$ cat config.mk
export PLATFORM = sky130hd
export DESIGN_NAME = sev_seg_scan_ctrl
export DESIGN_NICKNAME = d
export VERILOG_FILES = /design/src/rtl/sev_seg_scan_ctrl.sv
export SDC_FILE = /design/constraint.sdc
export NUM_CORES = 1
export LEC_CHECK = 0
export ABC_AREA = 1
export BUFFER_PORTS_ARGS = -buffer_cell sky130_fd_sc_hd__clkbuf_2
export CORE_AREA = 5 5 117 119
export DETAILED_ROUTE_END_ITERATION = 7
export DIE_AREA = 0 0 122 124
export PLACE_DENSITY = 0.81
export SLEW_MARGIN = 20
export SYNTH_ARGS = -nofsm -noshare
export SYNTH_HDL_FRONTEND = slang
export SYNTH_SLANG_ARGS = --single-unit
$ cat constraint.sdc
create_clock -name clk -period 7.6 [get_ports clk]
set_input_delay 0.38 -clock clk [delete_from_list [all_inputs] [get_ports clk]]
set_output_delay 0.38 -clock clk [all_outputs]
set_load 0.02 [all_outputs]
$ cat src/rtl/sev_seg_scan_ctrl.sv
// Multiplexed seven-segment scan controller: shadow/active digit banks with
// frame-aligned commit, 16-level PWM brightness, per-digit blank and blink.
module sev_seg_scan_ctrl #(
    parameter int NUM_DIGITS = 8,
    parameter int SCAN_DIV   = 100000,
    parameter int BLINK_DIV  = 64
) (
    input  logic       clk,
    input  logic       reset,
    input  logic       wr_en,
    input  logic [2:0] wr_addr,
    input  logic [4:0] wr_data,
    input  logic       commit,
    input  logic [3:0] brightness,
    input  logic [7:0] blank_mask,
    input  logic [7:0] blink_mask,
    output logic [6:0] Seg,
    output logic       DP,
    output logic [7:0] AN,
    output logic       frame_done
);

    localparam int P_W  = $clog2(SCAN_DIV);
    localparam int SUB  = SCAN_DIV / 16;
    localparam int Q_W  = $clog2(SUB);
    localparam int FC_W = (BLINK_DIV > 1) ? $clog2(BLINK_DIV) : 1;

    localparam logic [P_W-1:0]  P_LAST  = P_W'(SCAN_DIV - 1);
    localparam logic [Q_W-1:0]  Q_LAST  = Q_W'(SUB - 1);
    localparam logic [2:0]      S_LAST  = 3'(NUM_DIGITS - 1);
    localparam logic [FC_W-1:0] FC_LAST = FC_W'(BLINK_DIV - 1);
    localparam logic [3:0]      N_DIG   = 4'(NUM_DIGITS);

    // Active-low hex decode, bit order g..a.
    function automatic logic [6:0] hex_to_seg(input logic [3:0] v);
        case (v)
            4'h0: hex_to_seg = 7'b1000000;
            4'h1: hex_to_seg = 7'b1111001;
            4'h2: hex_to_seg = 7'b0100100;
            4'h3: hex_to_seg = 7'b0110000;
            4'h4: hex_to_seg = 7'b0011001;
            4'h5: hex_to_seg = 7'b0010010;
            4'h6: hex_to_seg = 7'b0000010;
            4'h7: hex_to_seg = 7'b1111000;
            4'h8: hex_to_seg = 7'b0000000;
            4'h9: hex_to_seg = 7'b0010000;
            4'hA: hex_to_seg = 7'b0001000;
            4'hB: hex_to_seg = 7'b0000011;
            4'hC: hex_to_seg = 7'b1000110;
            4'hD: hex_to_seg = 7'b0100001;
            4'hE: hex_to_seg = 7'b0000110;
            default: hex_to_seg = 7'b0001110;
        endcase
    endfunction

    logic [P_W-1:0]  p;
    logic [Q_W-1:0]  q;
    logic [3:0]      phase;
    logic [2:0]      s;
    logic [FC_W-1:0] frame_cnt;
    logic            blink_phase;
    logic            pending;
    logic [4:0]      shadow [8];
    logic [4:0]      active [8];

    logic            p_wrap;
    logic            frame_end;
    logic [4:0]      cur_p0;
    logic            lit_p0;
    logic [7:0]      an_p0;

    // Stage p0: decode current scan state into next output values.
    // phase tracks p / (SCAN_DIV/16) with a sub-counter instead of a divider.
    always_comb begin
        p_wrap    = (p == P_LAST);
        frame_end = p_wrap && (s == S_LAST);
        cur_p0    = active[s];
        lit_p0    = (p != '0) && (phase <= brightness) && !blank_mask[s]
                    && !(blink_mask[s] && blink_phase);
        an_p0     = 8'hFF;
        if (lit_p0) an_p0[s] = 1'b0;
    end

    // Stage p1: registered counters, digit banks and outputs.
    always_ff @(posedge clk) begin
        if (reset) begin
            p           <= '0;
            q           <= '0;
            phase       <= '0;
            s           <= '0;
            frame_cnt   <= '0;
            blink_phase <= 1'b0;
            pending     <= 1'b0;
            for (int i = 0; i < 8; i++) begin
                shadow[i] <= '0;
                active[i] <= '0;
            end
            Seg        <= 7'h7F;
            DP         <= 1'b1;
            AN         <= 8'hFF;
            frame_done <= 1'b0;
        end else begin
            if (p_wrap) begin
                p     <= '0;
                q     <= '0;
                phase <= '0;
                s     <= (s == S_LAST) ? 3'd0 : s + 3'd1;
            end else begin
                p <= p + 1'b1;
                if (q == Q_LAST) begin
                    q     <= '0;
                    phase <= phase + 4'd1;
                end else begin
                    q <= q + 1'b1;
                end
            end

            if (frame_end) begin
                if (frame_cnt == FC_LAST) begin
                    frame_cnt   <= '0;
                    blink_phase <= ~blink_phase;
                end else begin
                    frame_cnt <= frame_cnt + 1'b1;
                end
            end

            if (wr_en && ({1'b0, wr_addr} < N_DIG)) shadow[wr_addr] <= wr_data;

            // Non-blocking copy picks up the pre-write shadow contents.
            if (frame_end && (pending || commit)) begin
                for (int i = 0; i < 8; i++) active[i] <= shadow[i];
                pending <= 1'b0;
            end else if (commit) begin
                pending <= 1'b1;
            end

            Seg        <= hex_to_seg(cur_p0[3:0]);
            DP         <= ~cur_p0[4];
            AN         <= an_p0;
            frame_done <= frame_end;
        end
    end

endmodule

---- Word level (Yosys, flattened, before mapping) ----
Memories as Yosys holds them, arrays and structs flattened. A register that Yosys moved wholly into a read port is not among the register bits.
Index checks and enable logic that the tools add are counted.
operators by class
  add/subtract/negate cells ............... 5
  magnitude comparators ................... 3
  eq/ne operators ......................... 4
  muxes and demuxes ....................... 29
  bitwise gates (word level) .............. 12
  reductions and logical operators ........ 17
operator list
  operator                                                                              number
  5-bit 2-to-1 mux                                                                      9
  17-bit by 1-bit adder with 17-bit output (second input constant)                      1
  17-bit == test (second input constant)                                                1
  17-bit nonzero test                                                                   1
  13-bit by 1-bit adder with 13-bit output (second input constant)                      1
  13-bit == test (second input constant)                                                1
  1-bit 2-to-1 mux                                                                      12
  3-bit 2-to-1 mux                                                                      4
  8-bit NOT                                                                             1
  1-bit OR                                                                              8
  1-bit logical AND                                                                     7
  6-bit by 1-bit adder with 6-bit output (second input constant)                        1
  1-bit binary-select mux with 3-bit select                                             2
  6-bit == test (second input constant)                                                 1
  6-bit 2-to-1 mux                                                                      1
  2-bit OR reduction                                                                    3
  5-bit OR reduction                                                                    1
  4-bit by 1-bit adder with 4-bit output (second input constant)                        1
  4-bit less-or-equal comparator                                                        1
  3-bit by 4-bit less-than comparator with 1-bit output (second input constant)         1
  3-bit by 1-bit adder with 3-bit output (second input constant)                        1
  1-bit demux with 3-bit select                                                         1
  3-bit == test (second input constant)                                                 1
  3-bit by 1-bit greater-or-equal comparator with 1-bit output (second input constant)  1
  5 further kinds                                                                       8
storage, ports and cells
  register bits after elaboration ......... 55
  memory bits (writable) .................. 80
  memory bits (read-only) ................. 112
  input bits .............................. 32
  logic and storage cells ................. 83
  memories ................................ 3
memories
  name             words  width  rd ports  clocked after memory_dff  wr ports  RTL line  source
  (no name shown)  16     7      1         1                         0         36        case (v)
  active           8      5      1         1                         8         64        logic [4:0] active [8];
  shadow           8      5      8         0                         8         63        logic [4:0] shadow [8];

---- Depth between registers and ports, before layout ----
Gate-level depths: netlist of run 1.
  depth in word-level cells ............... 7
  depth in mapped cells ................... 13
  gate-level depth less buffers ........... 12

---- Worst setup path before layout of run 1 ----
OpenSTA, ideal clock, no wires.
  kind .................................... register to register
  start point ............................. reg p[0]
  end point ............................... mem active[0][0], enable pin
  library setup time ...................... 0.493 ns
  arrival ................................. 4.026 ns
  data required time ...................... 7.107 ns
  setup slack ............................. 3.081 ns
  cell stages (with the launch flop) ...... 8
  buffers on the path ..................... 0
  period minus slack after synthesis ...... 4.519 ns
  cells stage by stage .................... dfxtp_1 > ha_1 > nand3_2 > nor2_1 > nand2_2 > nor2_8 > nand2_4 > o21ai_0
RTL lines
  item                    RTL line  source
  start, declared         56        logic [P_W-1:0] p;
  start signal, assigned  109       p <= p + 1'b1;
  end, declared           64

==> results of run 1 <==
[worst max path at each step]
stage / to / cells past startpoint / slack, ns / from
after global placement: active[0][3] / 7 / 5.05 / p[0]
final: Seg[5] / 10 / 5.02 / flip-flop
after CTS: active[7][0] / 7 / 4.98 / p[0]
after detailed placement: active[0][3] / 7 / 5.01 / p[0]
after global routing: Seg[3] / 11 / 4.68 / flip-flop
after floorplan: active[0][0] / 7 / 3.08 / p[0]
[metal layers]
layer / track usage, % / part of all wire, % / routed length [um] / vias up
li1: - / - / - / 2783
met1: 23.77 / 46 / 6063 / 2356
met4: 6.232 / 1.6 / 207 / 0
met3: 4.950 / 5.6 / 726 / 17
met2: 29.94 / 46 / 6074 / 161
met5: 0 / 0 / 0 / -
[cell families after synthesis]
| group | Yosys count | synth area share (%) |
|---|---|---|
| simple gates | 461 | 29.01 |
| xor+xnor | 10 | 1.276 |
| flops | 145 | 53.94 |
| compound gates | 43 | 3.298 |
| fa+ha+maj | 18 | 3.280 |
| buf+inv | 161 | 9.202 |
[final cells by class]
cell class | count | area share, %
sequential | 145 | 46.95
multi-input combinational | 532 | 32.23
inverter | 146 | 6.947
clock buffer | 18 | 5.440
timing repair buffer | 51 | 3.584
tap | 172 | 2.728
clock inverter | 14 | 2.125
[power groups by stage]
stage | combinational (uW) | sequential, uW | clock [uW]
after CTS | 77.5 | 865 | 844
after floorplan | 46.6 | 883 | 0
after global placement | 75.9 | 880 | 0
final | 78.8 | 864 | 832
after detailed placement | 76.5 | 881 | 0
after global routing | 90.1 | 867 | 879
[worst min-delay path: stages]
cell,delay (ns)
clkbuf_2,0.11
nor2_1,0.08
nor2_1,0.10
[through the flow]
step | total power, uW | hold slack (ns) | utilization, %
6_report | 1775 | 0.3072 | 63.28
4_1_cts | 1786 | 0.2960 | 63.06
2_1_floorplan | 929.9 | 0.4393 | -
3_3_place_gp | 956.1 | 0.4494 | 58.28
3_5_place_dp | 957.9 | 0.4582 | 58.28
5_1_grt | 1836 | 0.3375 | 63.28
[cell usage after synthesis, drive strengths merged (3+ instances only)]
library cell	number	area, um^2
dfxtp	65	1301
xor2	7	61.31
clkbuf	8	30.03
nand4	19	118.9
nor3	19	95.09
ha	18	225.2
inv	144	540.5
a21oi	26	130.1
buf	7	53.80
o21ai	15	78.83
nand3	76	390.4
nand2	184	700.7
nor2	157	648.1
xnor2	3	26.28
edfxtp	80	2402
nor4	3	18.77
[cells in the final DEF, fill, tap and decap left out, drive strengths merged]
cell type	n
inv	152
buf	3
nand3	76
edfxtp	80
dfxtp	65
nand2	184
o21ai	15
xor2	7
clkbuf	66
nor3	19
ha	18
o221ai	2
nor2	157
a21oi	26
bufinv	2
clkinv	6
or2	2
nand4	19
nor4	3
nand3b	1
xnor2	3
[registers in the layout, summed over array words and instances, names as in the netlist, named ones only]
| signal | count |
|---|---|
| active | 40 |
| blink_phase | 1 |
| shadow | 40 |
| frame_done | 1 |
| s | 3 |
| p | 17 |
| DP | 1 |
| phase | 4 |
| pending | 1 |
| Seg | 7 |
| q | 13 |
| frame_cnt | 6 |
| AN | 8 |
==> metrics.md, run 1 <==
| Metric | Value |
|---|---|
| Worst-margin pin slew | `0.7494 ns` |
| GPL Wtd Cong | `0.8718` |
| Worst path max stage delay | `0.58 ns` |
| CP most frequent cell | `nand2_1` |
| Largest net degree at the start of global routing | `41` |
| Later-pin clock latency in the skew report | `0.42 ns` |
| Storage cell area | `3704 um^2` |
| Number of global-route vias before repair | `4852` |
| CTS sink count | `145` |
| Fill cells | `981` |
| Worst VDD drop | `0.1640 mV` |
| Via count | `5317` |
| Mapped Cells | `838` |
| Top-Level Pins | `49` |
| R2R depth | `10` |
| Final hold vios | `0` |
| # port buffers | `48` |
| R2R setup slack | `5.02 ns` |
| Root Buffer | `clkbuf_16` |
| DRT Wirelength | `13070 um` |
| Post-route ant nets | `0` |
| WL/cell | `12.13 um` |
| Worst-path clk slew | `0.06 ns` |
| Seq/Total Area, Yosys | `53.94%` |
| Cell variety after synth | `29` |
| Initial DRC count | `408` |
| Yosys warnings | `0` |
| Critical Path, Cell by Cell | `clkinv_1, nand3_1, nand2_1, o21ai_0, inv_1, ha_1, nand3_1, nand2_1, nand2_1, nand2_1` |
| Number of nets in the layout | `943` |
| TritonCTS clock tree | `built` |
| Final instance area | `7889 um^2` |
| Post-synth EDFFs | `80` |
| Setup repair after global routing missed its margin | `no` |
| Initial antenna violation count | `0` |
| Seq pwr share | `48.7%` |
| Setup ws final | `5.017 ns` |
| Num rows | `41` |
| Global-route wire length before repair | `21980 um` |
| Via density | `4.932` |
| Req. time, crit path | `7.90 ns` |
| Area after DPL | `7264 um^2` |
| Chip width | `122 um` |
| Cell internal pwr | `1375 uW` |
| Tcrit/Tclk final | `33.99%` |
| H-tree levels | `4` |
| GRT Total Usage | `18.33%` |
| Crit path capture type | `flip-flop` |
| Pre-CTS setup slack | `5.008 ns` |
| Cts repair resizes | `0` |
| Post-synth ARST share | `0%` |
| Gr ovfl total | `0` |
| Worst Path Max Fanout | `12` |
| CP top delay family | `flip-flops` |
| Switching share of power | `22.53%` |
| Flops & latches, synth | `145` |
| Synth Flop Type | `edfxtp_1` |
| Comb pwr share | `4.4%` |
| Final setup vio count | `0` |
| Setup Buffers After CTS | `0` |
| Syn nets | `888` |
| Post-synthesis cell area | `6867 um^2` |
| Hold buffers post-CTS | `0` |
| Critical path type | `flip-flop to flip-flop` |
| Final HPWL DP | `9323 um` |
| Pleak | `0.003512 uW` |
| Arrival time at the worst endpoint | `2.88 ns` |
| Final count of pins violating max slew | `0` |
| Slew headroom | `49.58%` |
| Footprint of the multi-input gates | `2542 um^2` |
| Buf/Inv on CP | `2` |
| Layout cells sized above 1 | `12.14%` |
| Hold Crit Class | `input port to flip-flop` |
| Sink of the worst hold path | `pending` |
| F_max | `387.1 MHz` |
| Status | `complete, no violations` |
| TritonRoute pass-1 iters | `5` |
| Hold depth | `3` |
| Post-layout minimum cycle time | `2.583 ns` |
| Area Growth Syn to Fin | `14.89%` |
| Die footprint | `15130 um^2` |
| Floorplan die height | `124 um` |
| Clock skew | `0.01299 ns` |
| Post-Layout Cell Count | `1078` |
| Starting Density | `55.08%` |
| CTS Buf Count | `17` |
| Switching pwr | `399.9 uW` |
| Placeable Area | `12470 um^2` |
| Max-cap violation count | `0` |
| Critical-path top delay cell | `dfxtp_1` |
| Power density over the cells | `225.0 nW/um^2` |
| Setup crit start kind | `flip-flop` |
| DRC | `0` |
| Post-Place Cells | `1045` |
| Clk pwr share | `46.9%` |
| Antenna diode count | `0` |
| RR Endpoint | `Seg[5]` |
| Final TNS setup | `0 ns` |
| Mean area per synthesized cell | `8.194 um^2` |
| Min-delay src | `commit` |
| Max Root-Sink Buffers | `2` |
No activity file was read; power rests on OpenSTA's default activity.
==> run 2: changes to the inputs <==
CORE_AREA = 5 5 119 121   (was 5 5 117 119)
DIE_AREA = 0 0 124 126   (was 0 0 122 124)
PLACE_DENSITY = 0.82   (was 0.81)
clock period = 2.1 ns   (was 7.6 ns; I/O delays follow)
==> metrics.md, run 2 (synthesis results as in run 1) <==
| Metric | Value |
|---|---|
| Setup ws final | `0.1444 ns (was 5.017 ns)` |
| GPL Wtd Cong | `0.8713 (was 0.8718)` |
| Hold Crit Class | `input port to flip-flop (unchanged)` |
| Slew headroom | `60.97% (was 49.58%)` |
| Max-cap violation count | `0 (unchanged)` |
| Hold slack | `0.01751 ns (was 0.3072 ns)` |
| Req. time, crit path | `2.22 ns (was 7.90 ns)` |
| Sink of the worst hold path | `pending (unchanged)` |
| Initial DRC count | `475 (was 408)` |
| TritonRoute pass-1 iters | `5 (unchanged)` |
| Setup crit start kind | `flip-flop (unchanged)` |
| Later-pin clock latency in the skew report | `0.43 ns (was 0.42 ns)` |
| Final HPWL DP | `9374 um (was 9323 um)` |
| Worst-path clk slew | `0.07 ns (was 0.06 ns)` |
| Layout cells sized above 1 | `13.83% (was 12.14%)` |
| Num rows | `42 (was 41)` |
| DRC | `0 (unchanged)` |
| CP top delay family | `simple AND/OR/NAND/NOR gates (was flip-flops)` |
| Setup Buffers After CTS | `0 (unchanged)` |
| Final count of pins violating max slew | `0 (unchanged)` |
| Power density over the cells | `808.6 nW/um^2 (was 225.0 nW/um^2)` |
| CTS sink count | `145 (unchanged)` |
| Starting Density | `52.90% (was 55.08%)` |
| Clock skew | `0.01917 ns (was 0.01299 ns)` |
| Initial antenna violation count | `0 (unchanged)` |
| TritonCTS clock tree | `built (unchanged)` |
| Post-layout minimum cycle time | `1.956 ns (was 2.583 ns)` |
| Critical path type | `flip-flop to flip-flop (unchanged)` |
| Final hold vios | `0 (unchanged)` |
| # port buffers | `48 (unchanged)` |
| Buf/Inv on CP | `1 (was 2)` |
| Max Root-Sink Buffers | `2 (unchanged)` |
| Worst-margin pin slew | `0.5811 ns (was 0.7494 ns)` |
| Number of global-route vias before repair | `5060 (was 4852)` |
| Cts repair resizes | `0 (unchanged)` |
| Via density | `4.941 (was 4.932)` |
| Min-delay src | `commit (unchanged)` |
| CTS Buf Count | `17 (unchanged)` |
| DRT Wirelength | `13650 um (was 13070 um)` |
| Reg2reg start | `p[0]` |
| Top-Level Pins | `49 (unchanged)` |
| Worst VDD drop | `0.5365 mV (was 0.1640 mV)` |
| Worst path max stage delay | `0.38 ns (was 0.58 ns)` |
| Root Buffer | `clkbuf_16 (unchanged)` |
| Setup repair after global routing missed its margin | `no (unchanged)` |
| Gr ovfl total | `0 (unchanged)` |
| Final TNS setup | `0 ns (unchanged)` |
| Final setup vio count | `0 (unchanged)` |
| Post-layout util | `61.77% (was 63.28%)` |
| Largest regs | `active: 40 flops, shadow: 40 flops, p: 17 flops (unchanged)` |
| Critical Path, Cell by Cell | `ha_4, nand3_2, nor2_1, nand2_2, nor2_8, nand2_4, o21ai_4, buf_12 (was clkinv_1, nand3_1, nand2_1, o21ai_0, inv_1, ha_1, nand3_1, nand2_1, nand2_1, nand2_1)` |
| Die footprint | `15620 um^2 (was 15130 um^2)` |
| Number of nets in the layout | `955 (was 943)` |
| Most common cell after layout, fill and taps aside | `nand2_1 (unchanged)` |
| Largest net degree at the start of global routing | `41 (unchanged)` |
| WL/cell | `12.47 um (was 12.13 um)` |
| Floorplan die height | `126 um (was 124 um)` |
| Antenna diode count | `0 (unchanged)` |
| Arrival time at the worst endpoint | `2.07 ns (was 2.88 ns)` |
| Critical-path top delay cell | `dfxtp_2 (was dfxtp_1)` |
| Worst Path Max Fanout | `40 (was 12)` |
| R2R setup slack | `0.14 ns (was 5.02 ns)` |
| GRT Total Usage | `18.08% (was 18.33%)` |
| Area Growth Syn to Fin | `16.76% (was 14.89%)` |
| Global-route wire length before repair | `22660 um (was 21980 um)` |
| Crit path capture type | `flip-flop (unchanged)` |
| Status | `complete, no violations (unchanged)` |
| Area after DPL | `7407 um^2 (was 7264 um^2)` |
| R2R depth | `8 (was 10)` |
| Pleak | `0.003579 uW (was 0.003512 uW)` |
| RR Endpoint | `active[5][3] (was Seg[5])` |
| Pre-CTS setup slack | `0.1645 ns (was 5.008 ns)` |
| Placeable Area | `12980 um^2 (was 12470 um^2)` |
| Hold depth | `3 (unchanged)` |
| H-tree levels | `4 (unchanged)` |
| Tcrit/Tclk final | `93.13% (was 33.99%)` |
| Post-route ant nets | `0 (unchanged)` |
| Chip width | `124 um (was 122 um)` |
| Hold buffers post-CTS | `0 (unchanged)` |
| F_max | `511.3 MHz (was 387.1 MHz)` |
| Final instance area | `8018 um^2 (was 7889 um^2)` |
| Via count | `5406 (was 5317)` |
| Most frequent cells in the layout | `nand2_1, nor2_1, inv_1 (unchanged)` |
[run 2: worst max path at each step]
stage	startpoint	end	slack, ns	cells after the start
after detailed placement	p[0]	active[1][3]	0.16	8
after floorplan	p[0]	active[0][0]	-0.13	7
after global routing	flip-flop	Seg[5]	0.003	11
after CTS	p[1]	active[5][3]	0.15	8
final	p[0]	active[5][3]	0.14	8
after global placement	p[1]	active[3][3]	0.19	8
[run 2: layer usage]
| metal | vias up | global-route usage, % | share of wire (%) |
|---|---|---|---|
| li1 | 2806 | - | - |
| met1 | 2405 | 23.43 | 44 |
| met2 | 170 | 30.00 | 48 |
| met3 | 25 | 4.126 | 5.9 |
| met4 | 0 | 5.735 | 1.3 |
| met5 | - | 0 | 0 |
[run 2: layout make-up]
class                           instances  area (um^2)
Clock inverter                         15        185.2
Multi-Input combinational cell        532         2555
Fill cell                            1030         4962
Tap cell                              176        220.2
Inverter                              146        548.0
Clock buffer                           17        425.4
Timing Repair Buffer                   63        377.9
Sequential cell                       145         3706
[run 2: through the flow]
| stage | instances | total power (uW) |
|---|---|---|
| 2_1_floorplan | 838 | 3367 |
| 3_3_place_gp | 1062 | 3471 |
| 3_5_place_dp | 1062 | 3480 |
| 4_1_cts | 1094 | 6505 |
| 5_1_grt | 1094 | 6681 |
| 6_report | 1094 | 6483 |
[run 2: report_power, final]
part | leakage (uW) | internal (uW) | switching, uW
clock network | 0.000295 | 1720 | 1340
registers | 0.00133 | 3090 | 40.1
logic | 0.00196 | 95.1 | 195
total | 0.00358 | 4900 | 1580
[run 2: tightest hold or removal path: stages]
cell      delay (ns)
clkbuf_2        0.11
nor2_1          0.08
nor2_1          0.11
==> run 3: changes to the inputs <==
CORE_AREA = 5 5 139 141   (was 5 5 119 121)
DIE_AREA = 0 0 144 146   (was 0 0 124 126)
PLACE_DENSITY = 0.64   (was 0.82)
==> metrics.md, run 3 (synthesis results as in run 1) <==
| Metric | Value |
|---|---|
| Met3 routed WL | `794 um (was 810 um)` |
| Worst-path clk slew | `0.07 ns (about the same)` |
| Chip width | `144 um (was 124 um)` |
| Crit path capture type | `flip-flop (unchanged)` |
| Req. time, crit path | `2.47 ns (was 2.22 ns)` |
| Critical Path, Cell by Cell | `inv_2, nand2_1, nand3_1, nand2_1, o21ai_0, buf_4, ha_1, nand3_1, nor2_1, nor2_1, nand2_1 (was ha_4, nand3_2, nor2_1, nand2_2, nor2_8, nand2_4, o21ai_4, buf_12)` |
| H-tree levels | `4 (unchanged)` |
| Most common cell after layout, fill and taps aside | `nand2_1 (unchanged)` |
| Post-route ant nets | `0 (unchanged)` |
| Critical-path top delay cell | `dfxtp_1 (was dfxtp_2)` |
| Max-cap violation count | `0 (unchanged)` |
| Post-Layout Cell Count | `1150 (was 1094)` |
| Antenna diode count | `0 (unchanged)` |
| Status | `complete, no violations (unchanged)` |
| Largest net degree at the start of global routing | `41 (unchanged)` |
| DRC | `0 (unchanged)` |
| Pre-CTS setup slack | `0.2516 ns (was 0.1645 ns)` |
| Floorplan die height | `146 um (was 126 um)` |
| Initial DRC count | `284 (was 475)` |
| Final count of pins violating max slew | `0 (unchanged)` |
| CTS sink count | `145 (unchanged)` |
| Fill cells | `1681 (was 1030)` |
| Tcrit/Tclk final | `89.29% (was 93.13%)` |
| GPL Wtd Cong | `0.8675 (was 0.8713)` |
| Initial antenna violation count | `0 (unchanged)` |
| CP most frequent cell | `nand2_1` |
| Final TNS setup | `0 ns (unchanged)` |
| Critical path type | `flip-flop to flip-flop (unchanged)` |
| Buf/Inv on CP | `2 (was 1)` |
| Setup repair after global routing missed its margin | `no (unchanged)` |
| Footprint of the multi-input gates | `2555 um^2 (unchanged)` |
| Number of global-route vias before repair | `5037 (was 5060)` |
| Setup ws final | `0.2249 ns (was 0.1444 ns)` |
| Root Buffer | `clkbuf_16 (unchanged)` |
| Gr ovfl total | `0 (unchanged)` |
| Slew headroom | `63.81% (was 60.97%)` |
| Via count | `5326 (was 5406)` |
| Metal1 wirelength | `6731 um (was 6062 um)` |
| Top layer used by detailed routing | `met4 (unchanged)` |
| Layout cells sized above 1 | `14.01% (was 13.83%)` |
| Worst-margin pin slew | `0.5387 ns (was 0.5811 ns)` |
| Worst VDD drop | `0.4496 mV (was 0.5365 mV)` |
| Clock skew | `0.01121 ns (was 0.01917 ns)` |
| Final instance area | `8087 um^2 (was 8018 um^2)` |
| Final HPWL DP | `9986 um (was 9374 um)` |
| Later-pin clock latency in the skew report | `0.42 ns (was 0.43 ns)` |
| Hold slack | `0.1481 ns (was 0.01751 ns)` |
| Starting Density | `38.49% (was 52.90%)` |
| Top-Level Pins | `49 (unchanged)` |
| DRT Wirelength | `13880 um (was 13650 um)` |
| Largest regs | `active: 40 flops, shadow: 40 flops, p: 17 flops (unchanged)` |
| TritonCTS clock tree | `built (unchanged)` |
| Power density over the cells | `787.9 nW/um^2 (was 808.6 nW/um^2)` |
| Global-route wire length before repair | `23810 um (was 22660 um)` |
| Worst path max stage delay | `0.33 ns (was 0.38 ns)` |
| WL/cell | `12.07 um (was 12.47 um)` |
| # port buffers | `48 (unchanged)` |
| CP top delay family | `simple AND/OR/NAND/NOR gates (unchanged)` |
| Met2 wire len | `6137 um (was 6590 um)` |
| Via density | `4.631 (was 4.941)` |
| Placeable Area | `17840 um^2 (was 12980 um^2)` |
| Area after DPL | `7488 um^2 (was 7407 um^2)` |
| Die footprint | `21020 um^2 (was 15620 um^2)` |
| GRT Total Usage | `13.95% (was 18.08%)` |
| Storage cell area | `3706 um^2 (unchanged)` |
| Post-Place Cells | `1117 (was 1062)` |
| TritonRoute pass-1 iters | `5 (unchanged)` |
| Max Root-Sink Buffers | `2 (unchanged)` |
| Most frequent cells in the layout | `nand2_1, nor2_1, inv_1 (unchanged)` |
| Final setup vio count | `0 (unchanged)` |
| Post-layout minimum cycle time | `1.875 ns (was 1.956 ns)` |
| Area Growth Syn to Fin | `17.77% (was 16.76%)` |
| CTS Buf Count | `17 (unchanged)` |
| Num rows | `49 (was 42)` |
| Hold Crit Class | `input port to flip-flop (unchanged)` |
| Worst Path Max Fanout | `19 (was 40)` |
| Setup crit start kind | `flip-flop (unchanged)` |
| Setup Buffers After CTS | `0 (unchanged)` |
| Final hold vios | `0 (unchanged)` |
| Number of nets in the layout | `958 (was 955)` |
| F_max | `533.3 MHz (was 511.3 MHz)` |
| Arrival time at the worst endpoint | `2.24 ns (was 2.07 ns)` |
| Pleak | `0.003580 uW (was 0.003579 uW)` |
==> run 3: worst min-delay path: stages <==
cell and delay, ns:
clkbuf_2 0.07, inv_1 0.14, nor2_1 0.13
==> run 3: report_power, final <==
group	switching (uW)	internal (uW)	total, uW
combinational	196	96.4	292
sequential	38.5	3090	3130
clock	1350	1600	2950
total	1590	4790	6370
==> run 3: layer usage <==
metal  up-vias  track usage, %
met1      2364           19.23
met4         0           4.849
met5         -               0
met2       137           21.11
met3        17           3.746
li1       2808               -
==> run 3: what timing repair did <==
| item | CTS | global route |
|---|---|---|
| hold buffers | 1 | 0 |
| resized for setup | 0 | 0 |
| hold endpoints to repair | 1 | 0 |
==> run 3: through the flow <==
stage | utilization, % | power, uW
after floorplan | - | 3367
after global placement | 41.97 | 3483
after detailed placement | 41.97 | 3486
after CTS | 45.33 | 6427
after global routing | 45.33 | 6608
final | 45.33 | 6371
==> run 3: final timing paths <==
path         slack [ns]  cells past startpoint           end       start
max                0.22                     11        Seg[0]   flip-flop
min                0.15                      3  shadow[3][3]  wr_data[3]
max reg2reg        0.22                     11        Seg[0]   flip-flop
min reg2reg        0.47                      2         q[12]       q[12]
==> run 3: area by class of cell <==
class	instances	share of cell area, %
clock buffers	17	5.261
clock inverters	15	2.011
inverters	146	6.777
multi-input cells	532	31.60
flip-flops and latches	145	45.83
well taps	229	3.543
repair buffers	66	4.982
